`src/rtl/seven_seg_pkg.sv`:
```
// rtl/seven_seg_pkg.sv - shared types and constants for the 7-segment scan path
// Purpose: scan FSM state encoding, segment bit positions, hex->segment table.
// Ports: none (package).
package seven_seg_pkg;

  typedef enum logic [1:0] {
    ST_LOAD,
    ST_SHIFT,
    ST_LATCH,
    ST_DWELL
  } scan_state_e;

  // Segment byte layout is {dp,g,f,e,d,c,b,a}
  localparam int SEG_A  = 0;
  localparam int SEG_G  = 6;
  localparam int SEG_DP = 7;

  // Active-high g..a patterns, indexed by nibble value
  localparam logic [6:0] HEX_SEG [16] = '{
    7'h3F, 7'h06, 7'h5B, 7'h4F, 7'h66, 7'h6D, 7'h7D, 7'h07,
    7'h7F, 7'h6F, 7'h77, 7'h7C, 7'h39, 7'h5E, 7'h79, 7'h71
  };

endpackage

```
`src/rtl/display_scan_sequencer_if.sv`:
```
// rtl/display_scan_sequencer_if.sv - frame handshake bundle between producer and sequencer
// Purpose: groups the valid/ready frame transfer signals.
// Ports: frame_valid, frame_ready, frame_data[15:0] (digit0 = [3:0]), frame_dp[3:0].
interface display_scan_sequencer_if;

  logic        frame_valid;
  logic        frame_ready;
  logic [15:0] frame_data;
  logic [3:0]  frame_dp;

  modport master (
    output frame_valid,
    output frame_data,
    output frame_dp,
    input  frame_ready
  );

  modport slave (
    input  frame_valid,
    input  frame_data,
    input  frame_dp,
    output frame_ready
  );

endinterface

```
`src/rtl/display_scan_sequencer_seg_decoder.sv`:
```
// rtl/display_scan_sequencer_seg_decoder.sv - combinational nibble+dp to segment byte
// Purpose: maps one hex digit and its decimal point to {dp,g,f,e,d,c,b,a}.
// Ports: nibble[3:0] in, dp in, seg[7:0] out.
module seg_decoder
  import seven_seg_pkg::*;
(
  input  logic [3:0] nibble,
  input  logic       dp,
  output logic [7:0] seg
);

  always_comb begin
    seg              = '0;
    seg[SEG_G:SEG_A] = HEX_SEG[nibble];
    seg[SEG_DP]      = dp;
  end

endmodule

```
`src/rtl/display_scan_sequencer.sv`:
```
// rtl/display_scan_sequencer.sv - double-buffered 4-digit serial 7-segment scanner
// Purpose: accepts hex frames, scans digits: decode, shift out MSB first,
//   latch, then drive the digit cathode for a dwell with PWM brightness.
// Ports: sysclk, rst (sync, active high), frame_bus (slave handshake),
//   bright[3:0] in; cath[3:0], shift, data, latch, blank out.
module display_scan_sequencer
  import seven_seg_pkg::*;
#(
  parameter int CLK_DIV = 2,
  parameter int DWELL   = 100000
) (
  input  logic                           sysclk,
  input  logic                           rst,
  display_scan_sequencer_if.slave        frame_bus,
  input  logic [3:0]                     bright,
  output logic [3:0]                     cath,
  output logic                           shift,
  output logic                           data,
  output logic                           latch,
  output logic                           blank
);

  localparam int DIV_W = $clog2(2 * CLK_DIV);
  localparam int DW_W  = $clog2(DWELL);
  localparam int SLICE = DWELL / 16;

  localparam logic [DIV_W-1:0] DIV_HALF   = DIV_W'(CLK_DIV);
  localparam logic [DIV_W-1:0] BIT_LAST   = DIV_W'(2 * CLK_DIV - 1);
  localparam logic [DIV_W-1:0] LATCH_LAST = DIV_W'(CLK_DIV - 1);
  localparam logic [DW_W-1:0]  DWELL_LAST = DW_W'(DWELL - 1);

  scan_state_e      state_q, state_d;
  logic [19:0]      active_q, pending_q;
  logic             pend_q;
  logic [1:0]       idx_q;
  logic [2:0]       bit_q;
  logic [DIV_W-1:0] div_q;
  logic [DW_W-1:0]  dwell_q;
  logic [7:0]       seg_q;
  logic [3:0]       bright_q;

  logic        accept;
  logic        take_pending;
  logic [19:0] load_frame;
  logic [7:0]  seg_next;
  logic [31:0] on_time;

  assign frame_bus.frame_ready = !pend_q;
  assign accept       = frame_bus.frame_valid && !pend_q;
  // Frames switch only at the digit-0 load so one scan never mixes two frames
  assign take_pending = (state_q == ST_LOAD) && (idx_q == 2'd0) && pend_q;
  assign load_frame   = take_pending ? pending_q : active_q;
  assign on_time      = (32'(bright_q) + 32'd1) * 32'(SLICE);

  seg_decoder u_dec (
    .nibble (load_frame[{idx_q, 2'b00} +: 4]),
    .dp     (load_frame[5'd16 + 5'(idx_q)]),
    .seg    (seg_next)
  );

  always_ff @(posedge sysclk) begin
    if (rst) state_q <= ST_LOAD;
    else     state_q <= state_d;
  end

  always_comb begin
    state_d = state_q;
    cath    = 4'b0000;
    shift   = 1'b0;
    data    = 1'b0;
    latch   = 1'b0;
    blank   = 1'b1;
    case (state_q)
      ST_LOAD: state_d = ST_SHIFT;
      ST_SHIFT: begin
        // Low half holds the bit, high half clocks it; data only moves with shift low
        shift = (div_q >= DIV_HALF);
        data  = seg_q[bit_q];
        if (div_q == BIT_LAST && bit_q == 3'd0) state_d = ST_LATCH;
      end
      ST_LATCH: begin
        latch = 1'b1;
        if (div_q == LATCH_LAST) state_d = ST_DWELL;
      end
      ST_DWELL: begin
        cath  = 4'b0001 << idx_q;
        blank = !(32'(dwell_q) < on_time);
        if (dwell_q == DWELL_LAST) state_d = ST_LOAD;
      end
      default: state_d = ST_LOAD;
    endcase
  end

  always_ff @(posedge sysclk) begin
    if (rst) begin
      active_q  <= '0;
      pending_q <= '0;
      pend_q    <= 1'b0;
      idx_q     <= 2'd0;
      bit_q     <= 3'd7;
      div_q     <= '0;
      dwell_q   <= '0;
      seg_q     <= '0;
      bright_q  <= '0;
    end else begin
      // An accept in the same cycle as a copy keeps pending set with the new frame
      if (accept) begin
        pending_q <= {frame_bus.frame_dp, frame_bus.frame_data};
        pend_q    <= 1'b1;
      end else if (take_pending) begin
        pend_q    <= 1'b0;
      end

      case (state_q)
        ST_LOAD: begin
          if (take_pending) active_q <= pending_q;
          seg_q    <= seg_next;
          bright_q <= bright;
          bit_q    <= 3'd7;
          div_q    <= '0;
        end
        ST_SHIFT: begin
          if (div_q == BIT_LAST) begin
            div_q <= '0;
            if (bit_q != 3'd0) bit_q <= bit_q - 3'd1;
          end else begin
            div_q <= div_q + 1'b1;
          end
        end
        ST_LATCH: begin
          if (div_q == LATCH_LAST) begin
            div_q   <= '0;
            dwell_q <= '0;
          end else begin
            div_q <= div_q + 1'b1;
          end
        end
        ST_DWELL: begin
          if (dwell_q == DWELL_LAST) begin
            dwell_q <= '0;
            idx_q   <= idx_q + 2'd1;
          end else begin
            dwell_q <= dwell_q + 1'b1;
          end
        end
        default: ;
      endcase
    end
  end

endmodule

```
`src/flat_wrapper.sv`:
```
// flat-port wrapper written by rule: the top's interface ports become plain ports
module display_scan_sequencer_flat import seven_seg_pkg::*;
#(
  parameter int CLK_DIV = 2,
  parameter int DWELL   = 100000
)
  (sysclk, rst, bright, cath, shift, data, latch, blank, frame_bus_frame_valid, frame_bus_frame_data, frame_bus_frame_dp, frame_bus_frame_ready);
  display_scan_sequencer_if frame_bus_i ();
  input  logic sysclk;
  input  logic rst;
  input  logic [3:0] bright;
  output logic [3:0] cath;
  output logic shift;
  output logic data;
  output logic latch;
  output logic blank;
  input wire logic [$bits(frame_bus_i.frame_valid)-1:0] frame_bus_frame_valid;
  input wire logic [$bits(frame_bus_i.frame_data)-1:0] frame_bus_frame_data;
  input wire logic [$bits(frame_bus_i.frame_dp)-1:0] frame_bus_frame_dp;
  output wire logic [$bits(frame_bus_i.frame_ready)-1:0] frame_bus_frame_ready;
  assign frame_bus_i.frame_valid = frame_bus_frame_valid;
  assign frame_bus_i.frame_data = frame_bus_frame_data;
  assign frame_bus_i.frame_dp = frame_bus_frame_dp;
  assign frame_bus_frame_ready = frame_bus_i.frame_ready;
  display_scan_sequencer #(.CLK_DIV(CLK_DIV), .DWELL(DWELL)) u_core (.sysclk(sysclk), .rst(rst), .frame_bus(frame_bus_i), .bright(bright), .cath(cath), .shift(shift), .data(data), .latch(latch), .blank(blank));
endmodule
```
`config.mk`:
```
export PLATFORM = sky130hd
export DESIGN_NAME = display_scan_sequencer_flat
export DESIGN_NICKNAME = d
export VERILOG_FILES = /design/src/rtl/seven_seg_pkg.sv /design/src/rtl/display_scan_sequencer_if.sv /design/src/rtl/display_scan_sequencer_seg_decoder.sv /design/src/rtl/display_scan_sequencer.sv /design/src/flat_wrapper.sv
export SDC_FILE = /design/constraint.sdc
export NUM_CORES = 1
export LEC_CHECK = 0
export ABC_AREA = 1
export BUFFER_PORTS_ARGS = -buffer_cell sky130_fd_sc_hd__buf_4
export CORE_MARGIN = 1
export CORE_UTILIZATION = 38
export CTS_BUF_LIST = sky130_fd_sc_hd__clkbuf_2 sky130_fd_sc_hd__clkbuf_4 sky130_fd_sc_hd__clkbuf_8
export DETAILED_ROUTE_END_ITERATION = 10
export PLACE_DENSITY_LB_ADDON = 0.25
export SKIP_CTS_REPAIR_TIMING = 1
export SYNTH_ARGS = -nofsm -noshare
export SYNTH_HDL_FRONTEND = slang
export SYNTH_HIERARCHICAL = 1
export SYNTH_SLANG_ARGS = --single-unit
```
`constraint.sdc`:
```
create_clock -name sysclk -period 8.2 [get_ports sysclk]
set_input_delay 0.41 -clock sysclk [delete_from_list [all_inputs] [get_ports sysclk]]
set_output_delay 0.41 -clock sysclk [all_outputs]
set_load 0.03 [all_outputs]
```
**After elaboration in Yosys (flattened, before gate mapping)**

Memory sizes are Yosys's and may differ from the RTL's. A register that Yosys moved wholly into a read port is not among the register bits.
Cells that the tools add are included.

- Flip-flop bits (word level): 79
- Memories kept: 1
- Output and inout bits: 9
- Logic and storage cells: 82
- Bits of input ports: 27
- Bits in read-only memories: 112

- Multiplexer cells: 27
- Shift-type cells: 2
- Add/sub/neg operators: 6
- Order comparisons: 5
- Eq/ne operators: 11
- Reductions and logical operators: 18
- Multiply operators: 1
- Bitwise logic cells: 1

Memories:

| name | words | width | read ports | clocked after Yosys merged registers in | write ports | line | source |
|---|---|---|---|---|---|---|---|
| (name not given) | 16 | 7 | 1 | 1 | 0 | display_scan_sequencer_seg_decoder.sv:14 | `seg[SEG_G:SEG_A] = HEX_SEG[nibble];` |

Operator list:

| kind | count |
|---|---|
| 17-bit 2-to-1 mux | 2 |
| 17-bit case mux with 2 select lines | 1 |
| 17-bit by 32-bit less-than comparator with 1-bit output | 1 |
| 32-bit by 12-bit multiplier with 31-bit output (second input constant) | 1 |
| 20-bit 2-to-1 mux | 1 |
| 20-bit by 5-bit indexed part select with 4-bit output | 1 |
| 17-bit by 1-bit adder with 17-bit output (second input constant) | 1 |
| 17-bit == test (second input constant) | 1 |
| 7-bit 2-to-1 mux | 2 |
| 2-bit 2-to-1 mux | 5 |
| 2-bit by 1-bit != test with 1-bit output (second input constant) | 5 |
| 1-bit 2-to-1 mux | 8 |
| 2-bit case mux with 4 select lines | 1 |
| 2-bit == test (second input constant) | 3 |
| 5-bit by 6-bit less-than comparator with 1-bit output (second input constant) | 1 |
| 3-bit 2-to-1 mux | 2 |
| 2-bit case mux with 3 select lines | 1 |
| 3-bit case mux with 2 select lines | 1 |
| 3-bit AND reduction | 2 |
| 2-bit nonzero test | 3 |
| 3-bit nonzero test | 2 |
| 4-bit by 1-bit adder with 5-bit output (second input constant) | 1 |
| 5-bit by 2-bit adder with 5-bit output (first input constant) | 1 |
| 1-bit binary-select mux with 5-bit select | 1 |
| 15 further kinds | 23 |

**Longest topological paths before layout**

Gate-level depths: netlist of run 1.

- Depth after elaboration: 9
- Gate-level depth with buffers: 26

**By module**

The synthesis of run 1 kept the hierarchy.

Modules (own cells, without submodules):

| module | cells each | sequential area each (um^2) | area each (um^2) | instances |
|---|---|---|---|---|
| display_scan_sequencer | 614 | 1581.5 | 4749.6 | 1 |
| seg_decoder | 53 | 0.0 | 277.8 | 1 |

**Worst setup path before layout of run 1**

OpenSTA, ideal clock, no wires.

- Path type: register to output
- From: register u_core.bright_q[0]
- To: output port blank
- Path slack: 3.800 ns
- Cell stages (with the launch flop): 25
- Arrival time: 3.990 ns
- Path through: dfxtp_1 > ha_1 > xor2_1 > ha_1 > xnor2_1 > ha_1 > a21o_1 > ha_1 > ha_1 > a21oi_1 > o21ai_0 > a21oi_1 > o21ai_0 > xor2_1 > ha_1 > inv_1 > nor3_1 > nor3_1 > nand2_1 > nand2_1 > nand2_1 > nand2_1 > nand2_1 > nand2_1 > nand2_1

- Cells in the longest elaborated chain, start to end: 5

RTL lines:

| item | line | source |
|---|---|---|
| from (decl) | display_scan_sequencer.sv:40 | `logic [3:0] bright_q;` |
| from (signal assigned) | display_scan_sequencer.sv:118 | `bright_q <= bright;` |
| 4-bit by 1-bit adder with 5-bit output | display_scan_sequencer.sv:53 | `assign on_time = (32'(bright_q) + 32'd1) * 32'(SLICE);` |
| 32-bit by 12-bit multiplier with 31-bit output | display_scan_sequencer.sv:53 |  |
| 17-bit by 32-bit less-than comparator with 1-bit output | display_scan_sequencer.sv:87 | `blank = !(32'(dwell_q) < on_time);` |
| 1-bit logical NOT | display_scan_sequencer.sv:87 |  |
| 1-bit 2-to-1 mux | display_scan_sequencer.sv:73 | `case (state_q)` |
| to (decl) | flat_wrapper.sv:16 | `output logic blank;` |

Every way passes these cells.

**Worst setup path after layout of run 1**

Ends and elaborated chain as after synthesis.

==> reports/qor.txt, run 1 <==
Max cap viols: 0
Synthesized area: 5030 um^2
Rows: 41
H-Tree Depth: 3
TNS Setup: 0 ns
DR pass1 iterations: 4
Fmax achieved: 0.192 GHz
Layout Nets: 793
Setup CP Type: reg -> out
Vias in the first global route: 4,059
Multi-input logic area: 3080 um^2
Post-synth ARST share: 0
Critical path data required time: 7.79 ns
Num CTS Buffers: 9
Seq cells post-synth: 79
Normalized max-slew margin: 0.297
Seq/Total Area, Yosys: 0.315
Core Area: 12,800 um^2
Boundary Pins: 36
Most frequent cells in the layout: 124 x nor2_1, 91 x nand2_1, 79 x dfxtp_1, 70 x ha_1, 67 x o21ai_0
IO buf count: 35
EDFF count, synth: 0
Worst Reg-to-Reg Cells: 15
Cell variety after synth: 40
RR Startpoint: u_core/idx_q[0]
Area growth, synth to finish: 12.0%
GPL Wtd Cong: 0.833
Critical path endpoint category: output pin
Combinational share of power: 0.507
DP Wirelength: 7.93 mm
FILL cells: 1,298
# diodes: 0
Sw Pwr: 0.681 mW
Routed Antenna Nets: 0
Yosys top cell by area: dfxtp_1
Crit Path Max Fanout: 7
Syn Area/Cell: 7.54 um^2
Drt via density: 4.88
Skew final: 0.00992 ns
Clk_lat worst skew: 0.36 ns
PD cells: 280 nW/um^2
Post-Synthesis Cells: 667
Outcome: finished clean
Hold Path Cell Cnt: 3
Startpoint types: flop
Clk pin slew, worst setup/hold paths: 0.10 ns
Crit path DAT: 4.79 ns
Clock Path Buffers: 2
Synth Warn #: 6
DR vias: 4,253
Final wirelength: 10.4 mm
First-pass GRT wire length: 18.2 mm
R2R Setup Slk: 4.92 ns
CTS tree: done
Initial Utilization: 0.394
Dpl ws: 3.40 ns
Final period util: 0.634
RSZ-0062 raised after global routing: false
Grt ovf: 0
DIE AREA: 13,700 um^2
Iter 0 DRT Violations: 209
DRC viols: 0
Cell-internal power: 0.894 mW
Share of cells above drive strength 1: 0.106
Most used flip-flop cell after synthesis: dfxtp_1
HP Class: in -> reg
Yosys top cell area share: 0.315
Fin crit period: 5.20 ns
Clk Tree Root Cell: clkbuf_8
Initial antenna violation count: 0
VDD IR-drop max: 0.139 mV
WHS Endpoint: u_core/pending_q[9]
Area contributors post-synth: dfxtp_1 31%, ha_1 17%, nor2_1 9.3%
Slew @ Worst Pin: 1.05 ns
Die X: 117 um
Register area: 1580 um^2
Final Hold Viols: 0
Slew Limit Fails: 0
Sequential Power Share: 0.298
Hold WS: 0.259 ns
DR WL/cell: 11.9 um
Pin count of the biggest net entering global routing: 41
Leakage: 2.78 nW
Final worst slack: 3.00 ns
Commonest non-fill, non-tap cell in the layout: nor2_1
GRT Total Usage: 0.169
Clock Power Share: 0.195
Switching Fraction: 0.433
Hold Path Origin: frame_bus_frame_data[9]
Die Ht: 117 um
Worst R2R End: u_core/seg_q[3]
# setup viols final: 0
Syn Nets: 765
Clk sinks: 79
-- power by group through the flow --
stage / Combinational [mW] / Sequential, mW / Clock (mW)
floorplan: 0.640 / 0.468 / 0
global placement: 0.785 / 0.477 / 0
detailed placement: 0.800 / 0.478 / 0
CTS: 0.806 / 0.470 / 0.318
global route: 0.929 / 0.476 / 0.334
finish: 0.799 / 0.470 / 0.307
-- worst max-delay path, cell delays in order, from the launching register on --
cell and delay (ns):
dfxtp_1 0.51, ha_1 0.23, xor2_1 0.40, ha_1 0.29, xnor2_1 0.09, ha_1 0.18
a21o_1 0.15, ha_1 0.28, ha_1 0.37, a21oi_1 0.22, o21ai_0 0.10, a21oi_1 0.18
o21ai_0 0.15, xor2_1 0.17, ha_1 0.28, inv_1 0.05, nor3_1 0.20, nor3_1 0.07
nand2_1 0.06, nand2_1 0.04, nand2_1 0.05, nand2_1 0.04, nand2_1 0.05, nand2_1 0.04
nand2_1 0.06, buf_4 0.16
-- per-layer routing --
layer / share of wire / global-route usage
met4: 0.0090 / 0.0498
met3: 0.026 / 0.0304
met2: 0.49 / 0.295
met5: 0 / 0
met1: 0.47 / 0.212
-- layout make-up --
type	instances	area share
repair buffers	37	0.0493
inverters	70	0.0467
clock inverters	7	0.0158
clock buffers	9	0.0220
flip-flops and latches	79	0.281
multi-input cells	498	0.547
well taps	172	0.0382
-- cell families after synthesis --
family | Yosys count | synth area share
AND/OR/NAND/NOR | 271 | 0.232
AO/OA/AOI/OAI | 116 | 0.127
buffers and inverters | 90 | 0.0727
flip-flops | 79 | 0.315
adder cells (fa/ha/maj) | 71 | 0.178
XOR/XNOR | 20 | 0.0348
multiplexers | 20 | 0.0398
-- sequential cells by signal, indices dropped and copies added (netlist names), 3 cells and up --
name	count
u_core/dwell_q	17
u_core/bit_q	3
u_core/active_q	20
u_core/bright_q	4
u_core/pending_q	20
u_core/seg_q	8
-- cells in the mapped netlist (2+ instances only) --
cell type and number:
nand2_1 91, nand4_1 5, nand2_2 4, inv_1 66, nor2_4 3, nor3_1 11
o21ai_0 67, nor2_1 124, a21oi_1 28, o211ai_1 2, dfxtp_1 79, xor2_1 10
ha_1 70, or2_2 2, buf_4 3, o22a_1 5, buf_6 2, and3_1 3
mux2i_1 20, nand3_1 21, clkbuf_1 14, inv_2 4, a211oi_1 3, xnor2_1 10
a21o_1 2, a31oi_1 4
-- metrics by stage --
stage	area [um^2]	std cells	power, mW	util
floorplan	5030	667	1.11	-
global placement	5420	856	1.26	0.424
detailed placement	5420	856	1.28	0.424
CTS	5630	872	1.59	0.441
global route	5630	872	1.74	0.441
finish	5630	872	1.58	0.441
-- how the worst max path moves through the flow --
stage | slack [ns] | cells past startpoint | to | start
2_1_floorplan | 3.80 | 24 | blank | u_core/bright_q[0]
3_3_place_gp | 3.58 | 25 | blank | u_core/bright_q[0]
3_5_place_dp | 3.40 | 25 | blank | u_core/bright_q[0]
4_1_cts | 2.97 | 25 | blank | u_core/bright_q[0]
5_1_grt | 2.59 | 25 | blank | u_core/bright_q[0]
6_report | 3.00 | 25 | blank | u_core/bright_q[0]
Power figures use the tool's default switching activity.
==> inputs of run 2 (changes only) <==
Clock period 8.2 ns to 5.2 ns, I/O delays scaled along.
==> run 2 against run 1 <==
Compared with the run above:
- hold slack worse by 0.15 ns
- register-to-register slack worse by 3.3 ns
- routed wire length is 0.24% higher
- critical endpoint unchanged
==> reports/qor.txt, run 2 (synthesized netlist as in run 1, its figures left out) <==
Routed Antenna Nets: 0
Clk_lat worst skew: 0.36 ns
Slew Limit Fails: 0
Initial Utilization: 0.394
Die Ht: 117 um
Layout Nets: 793
Clk Tree Root Cell: clkbuf_8
CP max stage cell: dfxtp_2
DRC viols: 0
PD cells: 447 nW/um^2
Core Area: 12,800 um^2
Startpoint types: flop
Crit path DAT: 4.47 ns
Worst Reg-to-Reg Cells: 13
H-Tree Depth: 3
Cell Chain, Critical Path: nand3_1 > xor2_2 > inv_1 > ha_1 > ha_1 > ha_1 > ha_1 > nand2_1 > o21ai_0 > a21oi_2 > o21ai_0 > xor2_1 > ha_1 > inv_1 > nor3_1 > nor3_1 > nand2_1 > nand2_1 > nand2_1 > nand2_1 > nand2_1 > nand2_1 > nand2_1 > buf_4
Slew @ Worst Pin: 1.04 ns
Worst path max stage delay: 0.43 ns
HP Class: in -> reg
DR WL met2: 5.09 mm
CP dominant cell by count: nand2_1
Boundary Pins: 36
Leakage: 2.79 nW
WL met3: 263 um
WHS Endpoint: u_core/pending_q[9]
TNS Setup: 0 ns
VDD IR-drop max: 0.225 mV
Pin count of the biggest net entering global routing: 41
DR vias: 4,250
Clk pin slew, worst setup/hold paths: 0.09 ns
Biggest registers after layout: u_core/active_q x20, u_core/pending_q x20, u_core/dwell_q x17
Hold Path Origin: frame_bus_frame_data[9]
IO buf count: 35
DR WL/cell: 12.0 um
Commonest non-fill, non-tap cell in the layout: nor2_1
Share of cells above drive strength 1: 0.116
Max cap viols: 0
Delay-heaviest family, CP: adder cells
CTS tree: done
GPL Wtd Cong: 0.833
Outcome: finished clean
FILL cells: 1,285
Fin crit period: 4.73 ns
Register area: 1580 um^2
DP Wirelength: 7.96 mm
Final Hold Viols: 0
Critical path data required time: 4.94 ns
Final Util: 0.446
Final period util: 0.910
R2R Setup Slk: 1.57 ns
RR Startpoint: u_core/idx_q[0]
Iter 0 DRT Violations: 161
Area growth, synth to finish: 13.2%
Multi-input logic area: 3110 um^2
GRT Total Usage: 0.172
Setup CP Type: reg -> out
Hold Path Cell Cnt: 3
Final wirelength: 10.4 mm
Worst R2R End: u_core/seg_q[0]
Most frequent cells in the layout: 124 x nor2_1, 91 x nand2_1, 77 x dfxtp_1, 69 x ha_1, 67 x o21ai_0
DR pass1 iterations: 4
Die X: 117 um
CP Buf/Inv Count: 3
Normalized max-slew margin: 0.306
Num CTS Buffers: 9
Clock Path Buffers: 2
Rows: 41
Initial antenna violation count: 0
DIE AREA: 13,700 um^2
Skew final: 0.0100 ns
Drt via density: 4.87
# setup viols final: 0
First-pass GRT wire length: 18.5 mm
Top Metal Used: met4
Clk sinks: 79
Grt ovf: 0
RSZ-0062 raised after global routing: false
Wl on met1: 4.96 mm
Fmax achieved: 0.211 GHz
# diodes: 0
Vias in the first global route: 4,166
Critical path endpoint category: output pin
Crit Path Max Fanout: 5
[run 2: cell types whose count changed in the layout (fill, tap and decap cells not counted), sizes merged]
cell / previous run / this run
bufinv: 1 / 2
clkinv: 2 / 1
[run 2: stage by stage]
step                instance area, um^2  total power, mW  instances  setup WS [ns]  hold slack [ns]
floorplan                          5030             1.75        667          0.950            0.329
global placement                   5420             1.99        856          0.734            0.469
detailed placement                 5420             2.01        856          0.549            0.479
CTS                                5660             2.56        872          0.112           0.0927
global route                       5690             2.83        872         0.0190           0.0912
finish                             5690             2.55        872          0.468            0.109
[run 2: how the worst max path moves through the flow]
stage / startpoint / cells past startpoint / end / slack (ns)
3_5_place_dp: u_core/bright_q[0] / 25 / blank / 0.55
4_1_cts: u_core/bright_q[0] / 25 / blank / 0.11
2_1_floorplan: u_core/bright_q[0] / 24 / blank / 0.95
5_1_grt: u_core/bright_q[0] / 25 / blank / 0.02
6_report: u_core/bright_q[2] / 24 / blank / 0.47
3_3_place_gp: u_core/bright_q[0] / 25 / blank / 0.73
[run 2: area by class of cell]
| cell class | instances | share of cell area |
|---|---|---|
| Inverter | 70 | 0.0462 |
| Tap cell | 172 | 0.0378 |
| Multi-Input combinational cell | 498 | 0.547 |
| Clock buffer | 9 | 0.0218 |
| Sequential cell | 79 | 0.278 |
| Clock inverter | 7 | 0.0202 |
| Timing Repair Buffer | 37 | 0.0488 |
[run 2: where the power goes]
part | switching (mW) | internal [mW] | total [mW] | leakage [nW]
logic | 0.762 | 0.500 | 1.26 | 2.03
clock network | 0.256 | 0.282 | 0.538 | 0.117
registers | 0.0626 | 0.684 | 0.747 | 0.647
[run 2: metal layers]
| layer | vias to the layer above | GRT usage |
|---|---|---|
| met2 | 33 | 0.302 |
| met4 | 0 | 0.0405 |
| met1 | 1968 | 0.214 |
| met5 | - | 0 |
| met3 | 8 | 0.0396 |
| li1 | 2241 | - |
[run 2: worst min-delay path, stage by stage]
cell    delay (ns)
buf_4         0.07
nor2_1        0.03
nor2_1        0.08
